==> config.mk <==
export PLATFORM = sky130hd
export DESIGN_NAME = rx_frame_buffer_ctrl
export DESIGN_NICKNAME = d
export VERILOG_FILES = /design/src/rtl/rx_frame_buffer_ctrl.sv
export SDC_FILE = /design/constraint.sdc
export NUM_CORES = 1
export LEC_CHECK = 0
export CORE_MARGIN = 2
export CORE_UTILIZATION = 53
export DETAILED_ROUTE_END_ITERATION = 10
export PLACE_DENSITY_LB_ADDON = 0.25
export SKIP_LAST_GASP = 1
export SYNTH_ARGS = -nofsm -noshare
export SYNTH_HDL_FRONTEND = slang
export SYNTH_SLANG_ARGS = --single-unit
==> constraint.sdc <==
create_clock -name RX_CLK -period 2.8 [get_ports RX_CLK]
set_clock_uncertainty 0.15 [all_clocks]
set_input_delay 0.56 -clock RX_CLK [delete_from_list [all_inputs] [get_ports RX_CLK]]
set_output_delay 0.56 -clock RX_CLK [all_outputs]
set_load 0.05 [all_outputs]
==> src/rtl/rx_frame_buffer_ctrl.sv <==
// Ping-pong frame buffer sequencer: streams RX payload bytes into a two-slot SRAM,
// commits frames on the MAC end-of-frame pulse and hands them to the CPU side.
module rx_frame_buffer_ctrl #(
  parameter int OCT     = 8,
  parameter int ADDR_W  = 11,
  parameter int MAX_LEN = 1500,
  parameter int EOF_TMO = 8
) (
  input  logic              RX_CLK,
  input  logic              rst_n,
  input  logic              rx_payload_ipv4,
  input  logic [OCT-1:0]    rx_payload,
  input  logic              rx_ethernet_irq,
  output logic              buf_we,
  output logic [ADDR_W:0]   buf_addr,
  output logic [OCT-1:0]    buf_wdata,
  output logic              frame_valid,
  output logic              frame_slot,
  output logic [ADDR_W-1:0] frame_len,
  input  logic              frame_ack,
  output logic              frame_irq,
  output logic [15:0]       drop_cnt
);

  localparam int TMO_W = (EOF_TMO > 2) ? $clog2(EOF_TMO) : 1;

  localparam logic [1:0] S_IDLE  = 2'd0;
  localparam logic [1:0] S_WRITE = 2'd1;
  localparam logic [1:0] S_WAIT  = 2'd2;
  localparam logic [1:0] S_DROP  = 2'd3;

  logic [1:0]                  state, state_nxt;
  logic                        wr_slot, rd_slot, rd_nxt;
  logic [1:0]                  slot_full, full_nxt;
  logic [ADDR_W-1:0]           len, len_nxt;
  logic [1:0][ADDR_W-1:0]      len_q, lenq_nxt;
  logic [TMO_W-1:0]            tmo, tmo_nxt;
  logic                        we_nxt;
  logic [ADDR_W:0]             addr_nxt;
  logic [OCT-1:0]              wdata_nxt;
  logic                        commit, drop;

  always_comb begin
    state_nxt = state;
    len_nxt   = len;
    tmo_nxt   = tmo;
    we_nxt    = 1'b0;
    addr_nxt  = buf_addr;
    wdata_nxt = buf_wdata;
    commit    = 1'b0;
    drop      = 1'b0;
    case (state)
      S_IDLE: begin
        if (rx_payload_ipv4) begin
          if (!slot_full[wr_slot]) begin
            we_nxt    = 1'b1;
            addr_nxt  = {wr_slot, {ADDR_W{1'b0}}};
            wdata_nxt = rx_payload;
            len_nxt   = ADDR_W'(1);
            state_nxt = S_WRITE;
          end else begin
            drop      = 1'b1;
            state_nxt = S_DROP;
          end
        end
      end
      S_WRITE: begin
        if (rx_payload_ipv4) begin
          if (len < ADDR_W'(MAX_LEN)) begin
            we_nxt    = 1'b1;
            addr_nxt  = {wr_slot, len};
            wdata_nxt = rx_payload;
            len_nxt   = len + ADDR_W'(1);
          end else begin
            drop      = 1'b1;
            state_nxt = S_DROP;
          end
        end else begin
          tmo_nxt   = '0;
          state_nxt = S_WAIT;
        end
      end
      S_WAIT: begin
        // The end-of-frame pulse wins even on the last timeout cycle.
        if (rx_ethernet_irq) begin
          commit    = 1'b1;
          state_nxt = S_IDLE;
        end else if (rx_payload_ipv4) begin
          drop      = 1'b1;
          state_nxt = S_DROP;
        end else if (tmo == TMO_W'(EOF_TMO - 1)) begin
          drop      = 1'b1;
          state_nxt = S_IDLE;
        end else begin
          tmo_nxt = tmo + TMO_W'(1);
        end
      end
      S_DROP: begin
        if (!rx_payload_ipv4) state_nxt = S_IDLE;
      end
      default: state_nxt = S_IDLE;
    endcase
  end

  // Commit and ack always target different slots, so both can apply in one cycle.
  always_comb begin
    full_nxt = slot_full;
    rd_nxt   = rd_slot;
    lenq_nxt = len_q;
    if (commit) begin
      full_nxt[wr_slot] = 1'b1;
      lenq_nxt[wr_slot] = len;
    end
    if (frame_ack && frame_valid) begin
      full_nxt[rd_slot] = 1'b0;
      rd_nxt            = ~rd_slot;
    end
  end

  always_ff @(posedge RX_CLK or negedge rst_n) begin
    if (!rst_n) begin
      state       <= S_IDLE;
      wr_slot     <= 1'b0;
      rd_slot     <= 1'b0;
      slot_full   <= '0;
      len         <= '0;
      len_q       <= '0;
      tmo         <= '0;
      buf_we      <= 1'b0;
      buf_addr    <= '0;
      buf_wdata   <= '0;
      frame_valid <= 1'b0;
      frame_slot  <= 1'b0;
      frame_len   <= '0;
      frame_irq   <= 1'b0;
      drop_cnt    <= '0;
    end else begin
      state       <= state_nxt;
      len         <= len_nxt;
      tmo         <= tmo_nxt;
      buf_we      <= we_nxt;
      buf_addr    <= addr_nxt;
      buf_wdata   <= wdata_nxt;
      slot_full   <= full_nxt;
      len_q       <= lenq_nxt;
      rd_slot     <= rd_nxt;
      if (commit) wr_slot <= ~wr_slot;
      frame_irq   <= commit;
      frame_valid <= full_nxt[rd_nxt];
      frame_slot  <= rd_nxt;
      frame_len   <= lenq_nxt[rd_nxt];
      if (drop && (drop_cnt != '1)) drop_cnt <= drop_cnt + 16'd1;
    end
  end

endmodule
==> impl_metrics.toml, run 1 <==
[cts]
clk_latency_ns = 0.36
numCtsBuffers = 9
cts_root_buffer = "clkbuf_8"
cts_sinks = 92
clock_path_buffers = 2
cts_resized = 0
hold_buffers = 0
tritoncts = "built"
clkSlewWorstSetupHoldPaths_ns = 0.09
h-tree-depth = 3
cts_setup_buffers = 0

[status]
status = "finished clean"

[synthesis]
ys_types = 51
synth_most_common_cell = "dfrtp_1"
ys_seq_elements = 92
synth_area_leaders = "dfrtp_1, mux2_2, nand2_1"
synthCells = 370
synthArstFlopShare = 1.00
synth_top_flop_cell = "dfrtp_1"
synth-compound-area-share = 0.109
yosysTopAreaCell = "dfrtp_1"
netlist_top_cells_count = "dfrtp_1, nand2_1, mux2_2, nor2_1, nand3_1"
syn_area_per_cell_um2 = 10.9
synthMuxAreaShare = 0.0720
seq_area_frac_synth = 0.569
synth_top_family_by_area = "simple AND/OR/NAND/NOR gates"
synthXorXnorAreaFrac = 0.0411
synth_edf_count = 0
syn_area_um2 = 4050
synth_adder_area_share = 0.0124
synth-simple-area-share = 0.165
yosys.area.top_type_share = 0.569
ys_warn_count = 0
syn-num-nets = 387

[sta]
finalSetupViolCount = 0
drv_slew = 0
rsz0062_at_grt = "false"
tns_ns = 0
fin_crit_sh = 0.847
fin_crit_ns = 2.37
hold_violations = 0
tightest_slew_ns = 0.588
fmax_mhz = 421
maxSlewHeadroom = 0.598

[grt]
globalRouteOverflowTotal = 0
grt_max_degree = 45
grt_first_pass_wirelength_mm = 14.7
antenna_found_initial = 0
grt_pass1_vias = 3054
grt.total_usage = 0.219

[floorplan]
die_x_um = 91.4
ios = 64
die_area_um2 = 8350
num_rows = 31
fp.dieH_um = 91.4
core_um2 = 7330
start_util = 0.552

[setup_path]
worstPathArrival_ns = 2.46
cp-startpoint = "wr_slot$_DFFE_PN0P_"
cp-start-kind = "flip-flop"
cp-end-kind = "flip-flop"
worstPathMaxFanout = 9
crit_required_ns = 2.89
r2r-start = "wr_slot$_DFFE_PN0P_"
worstSetupPathType = "flip-flop to flip-flop"

[run]
cap_violations = 0

[detailed_routing]
drt_iter0_markers = 167
finalWirelength_mm = 8.57
drt-wirelength-per-cell_um = 15.7
viasPerCell = 5.63
via_count = 3063
drc = 0
firstDrtPassIters = 4
drtAntennaViolNets = 0

[place]
hpwlAfterDp_mm = 5.93
io_buffers = 63
dp_cells = 529
gp_congestion = 0.843
postPlaceCellArea_um2 = 4830

[layout]
syn_to_final_growth_pct = 25.1
n_antenna_cell = 0
fin_nets = 458
fin_area_um2 = 5060
fin_cells = 544
layout-drive-gt1-share = 0.126
utilization = 0.690

[hold_path]
hold_path.class = "primary input to asynchronous set/reset pin"

[power_and_ir_drop]
ir_drop_uv = 455
p_per_area_nw_per_um2 = 1020
power.leakage_nw = 2.36
cells by family after synthesis:
family	Yosys count
fa+ha+maj	4
buf+inv	25
simple gates	144
mux	26
compound gates	60
xor+xnor	19
flops	92
cell usage in the layout (no fill, tap or decap), drive strengths merged, types with 2 or more instances in the layout:
master / count
dfrtp: 92
ha: 4
a21oi: 2
and3: 5
nand2b: 2
a22o: 4
bufinv: 3
nor3: 8
inv: 4
o21a: 10
clkdlybuf4s50: 62
mux2: 25
clkbuf: 11
buf: 18
xor2: 11
a2111oi: 2
nand2: 70
nor2: 21
o211ai: 2
a31oi: 4
nor3b: 2
nor2b: 2
o21ai: 12
xnor2: 8
o21bai: 2
nand4: 7
nand3: 19
clkinv: 2
o22a: 12
layer usage:
| metal | part of all wire | track usage | up-vias |
|---|---|---|---|
| met5 | 0 | 0 | - |
| met2 | 0.47 | 0.350 | 106 |
| met1 | 0.46 | 0.300 | 1506 |
| met3 | 0.048 | 0.0432 | 16 |
| met4 | 0.014 | 0.0783 | 0 |
| li1 | - | - | 1435 |
report_power, final:
part	switching (mW)	leakage (nW)	total, mW	internal [mW]
clock network	0.444	0.114	1.03	0.591
registers	0.232	1.20	1.86	1.63
logic	1.41	1.05	2.29	0.885
total	2.08	2.36	5.19	3.10
area by class of cell:
cell class | count | area (um^2)
timing repair buffer | 80 | 768
clock inverter | 4 | 98.8
sequential | 92 | 2300
multi-input combinational | 253 | 1620
clock buffer | 11 | 131
tap | 99 | 124
fill | 525 | 2270
inverter | 5 | 18.8
worst paths after layout:
kind	slack, ns	cells past startpoint	to
max	0.43	5	len[9]$_DFFE_PN0P_
min	0.03	1	buf_we$_DFF_PN0_
max reg2reg	0.43	5	len[9]$_DFFE_PN0P_
min reg2reg	0.32	2	buf_addr[1]$_DFFE_PN0P_
max in group asynchronous	1.86	2	drop_cnt[9]$_DFFE_PN0P_
min in group RX_CLK	0.32	2	buf_addr[1]$_DFFE_PN0P_
worst max-delay path, cell delays in order, from the launching register on:
cell,delay (ns)
dfrtp_1,0.54
mux2i_1,0.46
o21ai_0,0.25
a2111oi_0,0.61
xnor2_1,0.19
nor2_1,0.05
flip-flops by register name, summed over array words and instances (netlist names):
signal,cells
frame_valid,1
buf_wdata,8
frame_irq,1
buf_we,1
drop_cnt,16
len_q,22
slot_full,2
buf_addr,12
frame_len,11
tmo,3
wr_slot,1
rd_slot,1
state,2
len,11
per-stage QoR:
stage                     hold WS, ns  worst slack, ns  total power, mW
after floorplan                 0.114            0.377             3.39
after global placement          0.302            0.179             4.12
after detailed placement        0.307            0.139             4.17
after CTS                      0.0529            0.410             5.22
after global routing           0.0764            0.140             5.45
final                          0.0279            0.427             5.19
No activity file was read; power rests on OpenSTA's default activity.
==> run 2: changes to the inputs <==
- clock period: 2.8 -> 2.2 ns (I/O delays scaled with it)
==> impl_metrics.toml, run 2 (same netlist as run 1, synthesis figures left out) <==
[setup_path]
r2r-start = "len[2]$_DFFE_PN0P_"
rr_endpoint = "len[7]$_DFFE_PN0P_"
critPathMaxStageDelay_ns = 0.81
reg2reg_slack_ns = 0.08
cp-end-kind = "output port"
r2r_cells = 5
crit_chain = "clkdlybuf4s50_1"
worstPathMaxFanout = 2
crit_slowest_cell = "clkdlybuf4s50_1"
worstPathArrival_ns = 1.55
cp_num_buf_inv = 1
crit_required_ns = 1.61
cp-startpoint = "buf_addr[5]$_DFFE_PN0P_"
cpLargestDelayFamily = "buffers and inverters"
cp-start-kind = "flip-flop"
worstSetupPathType = "flip-flop to output port"

[cts]
tritoncts = "built"
cts_sinks = 92
clock_path_buffers = 2
clkSlewWorstSetupHoldPaths_ns = 0.09
cts_root_buffer = "clkbuf_8"
numCtsBuffers = 9
clk_latency_ns = 0.36
cts_setup_buffers = 0
h-tree-depth = 3

[layout]
final_cell_mix = "dfrtp_1, nand2_1, buf_4, clkdlybuf4s50_1, mux2_2"
largest_reg_flops = 22
fin_cells = 575
fin_area_um2 = 5340
fill_cells = 523
top_regs = "len_q x22, drop_cnt x16, buf_addr x12"
top_register = "len_q"
area.sequential_um2 = 2310
fin_nets = 488
syn_to_final_growth_pct = 31.9
layout-drive-gt1-share = 0.212
final_common_cell = "dfrtp_1"
multiInputGateArea_um2 = 1640
n_antenna_cell = 0

[sta]
setup_slack_ns = 0.0590
finalSetupViolCount = 0
fin_crit_sh = 0.973
maxSlewHeadroom = 0.618
drv_slew = 0
fin_crit_ns = 2.14
rsz0062_at_grt = "true"
fmax_mhz = 467
hold_violations = 0
tightest_slew_ns = 0.572
whs_ns = 0.329

[floorplan]
start_util = 0.552
num_rows = 31
ios = 64
core_um2 = 7330
die_area_um2 = 8350
die_x_um = 91.4
fp.dieH_um = 91.4

[place]
hpwlAfterDp_mm = 6.37
dp_cells = 558
gp_congestion = 0.840
io_buffers = 63
postPlaceCellArea_um2 = 5070
pre_cts_slack_ns = -0.258

[power_and_ir_drop]
p_per_area_nw_per_um2 = 1270
combPwrFrac = 0.450
power.total_mw = 6.79
power.leakage_nw = 2.59
sw_frac_of_total = 0.399
clkPwrFrac = 0.203
p_seq_frac = 0.347
switchingPower_mw = 2.71
ir_drop_uv = 718
p_int_mw = 4.08

[grt]
grt_pass1_vias = 3153
antenna_found_initial = 0
globalRouteOverflowTotal = 0
grt_first_pass_wirelength_mm = 15.1
grt.total_usage = 0.230
grt_max_degree = 35

[detailed_routing]
drc = 0
drt-wirelength-per-cell_um = 15.7
via_count = 3153
finalWirelength_mm = 9.05
viasPerCell = 5.48
firstDrtPassIters = 7
drt_iter0_markers = 170
drtAntennaViolNets = 0

[hold_path]
hold_end = "buf_addr[1]$_DFFE_PN0P_"
worstHoldStart = "buf_addr[1]$_DFFE_PN0P_"
hold_path.class = "flip-flop to flip-flop"
min_path_cells = 2

[status]
status = "finished clean"

[run]
cap_violations = 0
run 2: power by group through the flow:
stage	Clock, mW	Sequential [mW]	Combinational [mW]
2_1_floorplan	0	3.23	1.12
3_3_place_gp	0	2.37	3.01
3_5_place_dp	0	2.39	3.06
4_1_cts	1.39	2.36	3.07
5_1_grt	1.46	2.41	3.25
6_report	1.38	2.36	3.05
run 2: cell type report:
type                            count  area share
Multi-Input combinational cell    253       0.307
Clock buffer                       10      0.0258
Inverter                            5     0.00352
Tap cell                           99      0.0232
Timing Repair Buffer              110       0.187
Sequential cell                    92       0.432
Clock inverter                      6      0.0209
run 2: worst max path at each step:
stage,end,slack [ns],depth (start not counted)
final,buf_addr[5],0.06,1
after global routing,len[7]$_DFFE_PN0P_,-0.006,5
after detailed placement,drop_cnt[5]$_DFFE_PN0P_,-0.26,6
after global placement,drop_cnt[5]$_DFFE_PN0P_,-0.19,6
after floorplan,drop_cnt[1]$_DFFE_PN0P_,-0.03,5
after CTS,drop_cnt[14],0.002,1
run 2: timing repair:
item,CTS,global route
endpoints found under the hold margin,29,0
setup endpoints to repair,8,29
hold buffers,1,0
gates resized for setup,8,6
run 2: layer usage:
layer,share of wire,routed length [um],global-route usage
met5,0,0,0
met4,0.018,166,0.0934
met3,0.044,394,0.0398
met2,0.47,4300,0.367
met1,0.46,4190,0.314
run 2: metrics by stage:
| stage | setup TNS (ns) | util |
|---|---|---|
| floorplan | -0.0327 | - |
| global placement | -5.67 | 0.692 |
| detailed placement | -7.13 | 0.692 |
| CTS | 0 | 0.726 |
| global route | -0.00638 | 0.728 |
| finish | 0 | 0.728 |
==> run 3: changes to the inputs <==
- CORE_UTILIZATION: 53 -> 57
- RECOVER_POWER: unset -> 25
- clock period: 2.2 -> 2.5 ns (I/O delays scaled with it)
==> impl_metrics.toml, run 3 (same netlist as run 1, synthesis figures left out) <==
[cts]
clock_path_buffers = 2
cts_resized = 0
numCtsBuffers = 9
h-tree-depth = 3
cts_setup_buffers = 0
cts_root_buffer = "clkbuf_8"
cts_sinks = 92
clk_latency_ns = 0.35
tritoncts = "built"
clkSlewWorstSetupHoldPaths_ns = 0.09

[sta]
hold_violations = 0
drv_slew = 0
whs_ns = 0.317
fin_crit_ns = 2.32
setup_slack_ns = 0.181
finalSetupViolCount = 0
fmax_mhz = 431
fin_crit_sh = 0.928
rsz0062_at_grt = "false"
maxSlewHeadroom = 0.426
tightest_slew_ns = 0.861

[setup_path]
cp-end-kind = "output port"
r2r_cells = 5
crit_required_ns = 1.85
cp_num_cells = 1
cp-start-kind = "flip-flop"
cp_num_buf_inv = 1
cpLargestDelayFamily = "buffers and inverters"
worstPathArrival_ns = 1.67
critPathMaxStageDelay_ns = 0.85
worstPathMaxFanout = 7
worstSetupPathType = "flip-flop to output port"
crit_slowest_cell = "clkdlybuf4s50_1"
crit_chain = "clkdlybuf4s50_1"

[hold_path]
min_path_cells = 2
hold_path.class = "flip-flop to flip-flop"

[detailed_routing]
firstDrtPassIters = 4
drc = 0
drt_iter0_markers = 146
via_count = 3097
viasPerCell = 5.61
drtAntennaViolNets = 0
drt-wirelength-per-cell_um = 16.2
finalWirelength_mm = 8.96

[grt]
antenna_found_initial = 0
grt_max_degree = 44
grt_pass1_vias = 3161
grt_first_pass_wirelength_mm = 14.9
grt.total_usage = 0.252
globalRouteOverflowTotal = 0

[floorplan]
die_area_um2 = 7790
fp.dieH_um = 88.3
die_x_um = 88.3
core_um2 = 6830
num_rows = 30
ios = 64
start_util = 0.592

[layout]
layout-drive-gt1-share = 0.145
fin_nets = 468
final_cell_mix = "dfrtp_1, nand2_1, clkdlybuf4s50_1, mux2_2, buf_4"
largest_reg_flops = 22
n_antenna_cell = 0
top_regs = "len_q x22, drop_cnt x16, buf_addr x12"
final_common_cell = "dfrtp_1"
syn_to_final_growth_pct = 27.0
top_register = "len_q"

[place]
pre_cts_slack_ns = -0.0535
hpwlAfterDp_mm = 6.34
gp_congestion = 0.893
io_buffers = 63

[power_and_ir_drop]
sw_frac_of_total = 0.403
ir_drop_uv = 651
p_per_area_nw_per_um2 = 1150
p_int_mw = 3.53
power.leakage_nw = 2.41
switchingPower_mw = 2.38
p_seq_frac = 0.351
combPwrFrac = 0.450
clkPwrFrac = 0.199

[status]
status = "finished clean"

[run]
cap_violations = 0
run 3: cell types whose count changed in the layout (fill, tap and decap cells not counted), sizes merged:
cell,previous run,this run
buf,54,24
clkbuf,10,13
clkdlybuf4s50,45,61
clkinv,3,2
dlygate4sd2,8,0
dlygate4sd3,1,2
dlymetal6s2s,2,0
inv,4,5
run 3: metrics by stage:
stage | total power, mW | area [um^2] | TNS [ns] | util | std cells
after floorplan | 3.80 | 4050 | 0 | - | 370
after global placement | 4.69 | 4910 | 0 | 0.718 | 535
after detailed placement | 4.76 | 4910 | -0.208 | 0.718 | 535
after CTS | 5.95 | 5160 | 0 | 0.755 | 552
after global routing | 6.23 | 5140 | 0 | 0.752 | 552
final | 5.91 | 5140 | 0 | 0.752 | 552
run 3: power by group through the flow:
stage / clock [mW] / sequential, mW / combinational, mW
2_1_floorplan: 0 / 2.83 / 0.975
6_report: 1.18 / 2.07 / 2.66
3_3_place_gp: 0 / 2.08 / 2.61
5_1_grt: 1.26 / 2.12 / 2.86
4_1_cts: 1.20 / 2.07 / 2.68
3_5_place_dp: 0 / 2.10 / 2.66
run 3: timing repair:
action	CTS	global route
hold buffers	1	0
endpoints found under the hold margin	33	0
setup endpoints to repair	0	0
run 3: cell type report:
type / instances / area, um^2
multi-input cells: 253 / 1620
well taps: 96 / 120
clock buffers: 10 / 128
clock inverters: 6 / 111
repair buffers: 90 / 840
fillers: 482 / 1690
flip-flops and latches: 92 / 2300
inverters: 5 / 18.8
run 3: path summary, 6_finish.rpt:
kind	startpoint	to	slack, ns
worst max-delay path	drop_cnt[7]$_DFFE_PN0P_	drop_cnt[7]	0.18
worst min-delay path	buf_addr[8]$_DFFE_PN0P_	buf_addr[8]$_DFFE_PN0P_	0.32
worst max register to register	len[2]$_DFFE_PN0P_	drop_cnt[5]$_DFFE_PN0P_	0.19
worst min register to register	buf_addr[8]$_DFFE_PN0P_	buf_addr[8]$_DFFE_PN0P_	0.32
max in group asynchronous	rst_n	drop_cnt[3]$_DFFE_PN0P_	0.43
min in group asynchronous	rst_n	len_q[13]$_DFF_PN0_	0.63
run 3: per-layer routing:
layer | part of all wire | vias up | routed length, um | global-route usage
li1 | - | 1456 | - | -
met1 | 0.44 | 1542 | 3930 | 0.353
met2 | 0.50 | 89 | 4440 | 0.400
met3 | 0.055 | 10 | 496 | 0.0494
met4 | 0.011 | 0 | 97 | 0.0826
met5 | 0 | - | 0 | 0
==> RTL edit: new RTL, settings of run 2 <==
The parameter `OCT` goes from 8 to 7.
--- a/src/rtl/rx_frame_buffer_ctrl.sv
+++ b/src/rtl/rx_frame_buffer_ctrl.sv
@@ -2,5 +2,5 @@
 // commits frames on the MAC end-of-frame pulse and hands them to the CPU side.
 module rx_frame_buffer_ctrl #(
-  parameter int OCT     = 8,
+  parameter int OCT     = 7,
   parameter int ADDR_W  = 11,
   parameter int MAX_LEN = 1500,
Interface: changed (resized buf_wdata and rx_payload); port bits go from 64 to 62. No check against the original RTL was run, so the function may have changed too.
==> RTL edit against run 2 <==
- cell count is 3.0% lower
- area after synthesis is 0.87% lower
- utilization is 0.42 points lower
- critical path depth stayed put
- combinational power is 1% lower
- sequential power is 2% lower
- cell area is 1.1% lower
- setup slack worse by 8.8 ps
- routed wire length is 0.31% higher
- total power hardly changed
- critical path type unchanged
- sequential cell count is 1 lower
- sequential share of layout area hardly changed
==> RTL edit: results <==
outcome:
  status: "finished clean"
final_layout:
  fillers: 573
  nets: 471
  multi_input_gates: 244
  layout-drive-gt1-share_pct: 20.7
  inv_count: 6
  buffer_area_share_pct: 18.4
  seq_area_um2: 2280
  multi_input_area_share_pct: 30.6
  final-clk-cell-share_pct: 4.98
  multi_input_area_um2: 1620
synthesis:
  synth.ff_latch_count: 91
  synth.distinct_cells: 48
  synth_compound_area_share_pct: 13.0
  synth_nets: 376
  synth-adder-area-share_pct: 1.25
  synthMuxAreaShare_pct: 7.55
  synthXorXnorAreaFrac_pct: 3.49
  ys_seq_area_share_pct: 56.8
  async_flop_share_pct: 100
  syn_area_per_cell_um2: 11.1
  yosys-top-cells-count: "dfrtp_1, nand2_1, mux2_2"
  synthTopCellsByArea: "dfrtp_1, mux2_2, nand2_1"
drt:
  wl_met3_um: 345
  wl_met1_um: 3950
  dr_total_vias: 3072
  wl_per_cell_um: 16.3
  dr.pass1.iters: 4
  wl_um: 9070
  drt_iter0_markers: 188
  dr_wl_met2_um: 4650
pwr:
  power.density_nw_per_um2: 1280
  leakage_nw: 2.54
  switchingPower_mw: 2.61
  clock_net_power_mw: 1.46
  sequentialPower_mw: 2.32
  peakVddDrop_uv: 1110
global_routing:
  grt_usage_pct: 23.6
  grt_first_pass_wirelength_um: 15700
  met1_usage_pct: 30.2
  grt_util_met3_pct: 4.15
  grtUsageMet2_pct: 39.8
  grt_max_degree: 54
  first_global_vias: 3254
critical_path:
  reg2reg_depth: 7
  crit_fanout: 5
  ff2ff_setup_slack_ps: 130
placed_design:
  gp_congestion: 0.867
  dp_hpwl_um: 6170
  pre_cts_slack_ps: -291
  port_buffers: 61
  dp.cells: 542
sta:
  min_period_over_period_pct: 97.7
  tightest_slew_ps: 590
  timing.hold.ws_ps: 323
die:
  die_x_um: 91.0
-- RTL edit: cell types whose count changed after synthesis, sizes merged, moves of 2 or more --
cell / run 2 / this run
a21oi: 2 / 4
nand3b: 1 / 3
o21ai: 12 / 24
nor3: 8 / 2
xnor2: 8 / 12
a2111oi: 2 / 0
nand2: 70 / 60
clkbuf: 7 / 10
buf: 13 / 9
xor2: 11 / 4
nand3: 19 / 12
or3: 0 / 2
-- RTL edit: worst paths after layout --
check	start	endpoint
max reg2reg	tmo[0]	drop_cnt[14]
min in group asynchronous	rst_n	buf_addr[11]
min	buf_wdata[5]	buf_wdata[5]
min reg2reg	buf_wdata[5]	buf_wdata[5]
max in group asynchronous	rst_n	drop_cnt[1]
max	drop_cnt[1]	drop_cnt[1]
-- RTL edit: repair_timing --
action / 4_1_cts / 5_1_grt
endpoints found under the setup margin: 10 / 8
hold buffers: 1 / 0
hold endpoints to repair: 17 / 0
gates resized for setup: 10 / 6
cloned: 0 / 0
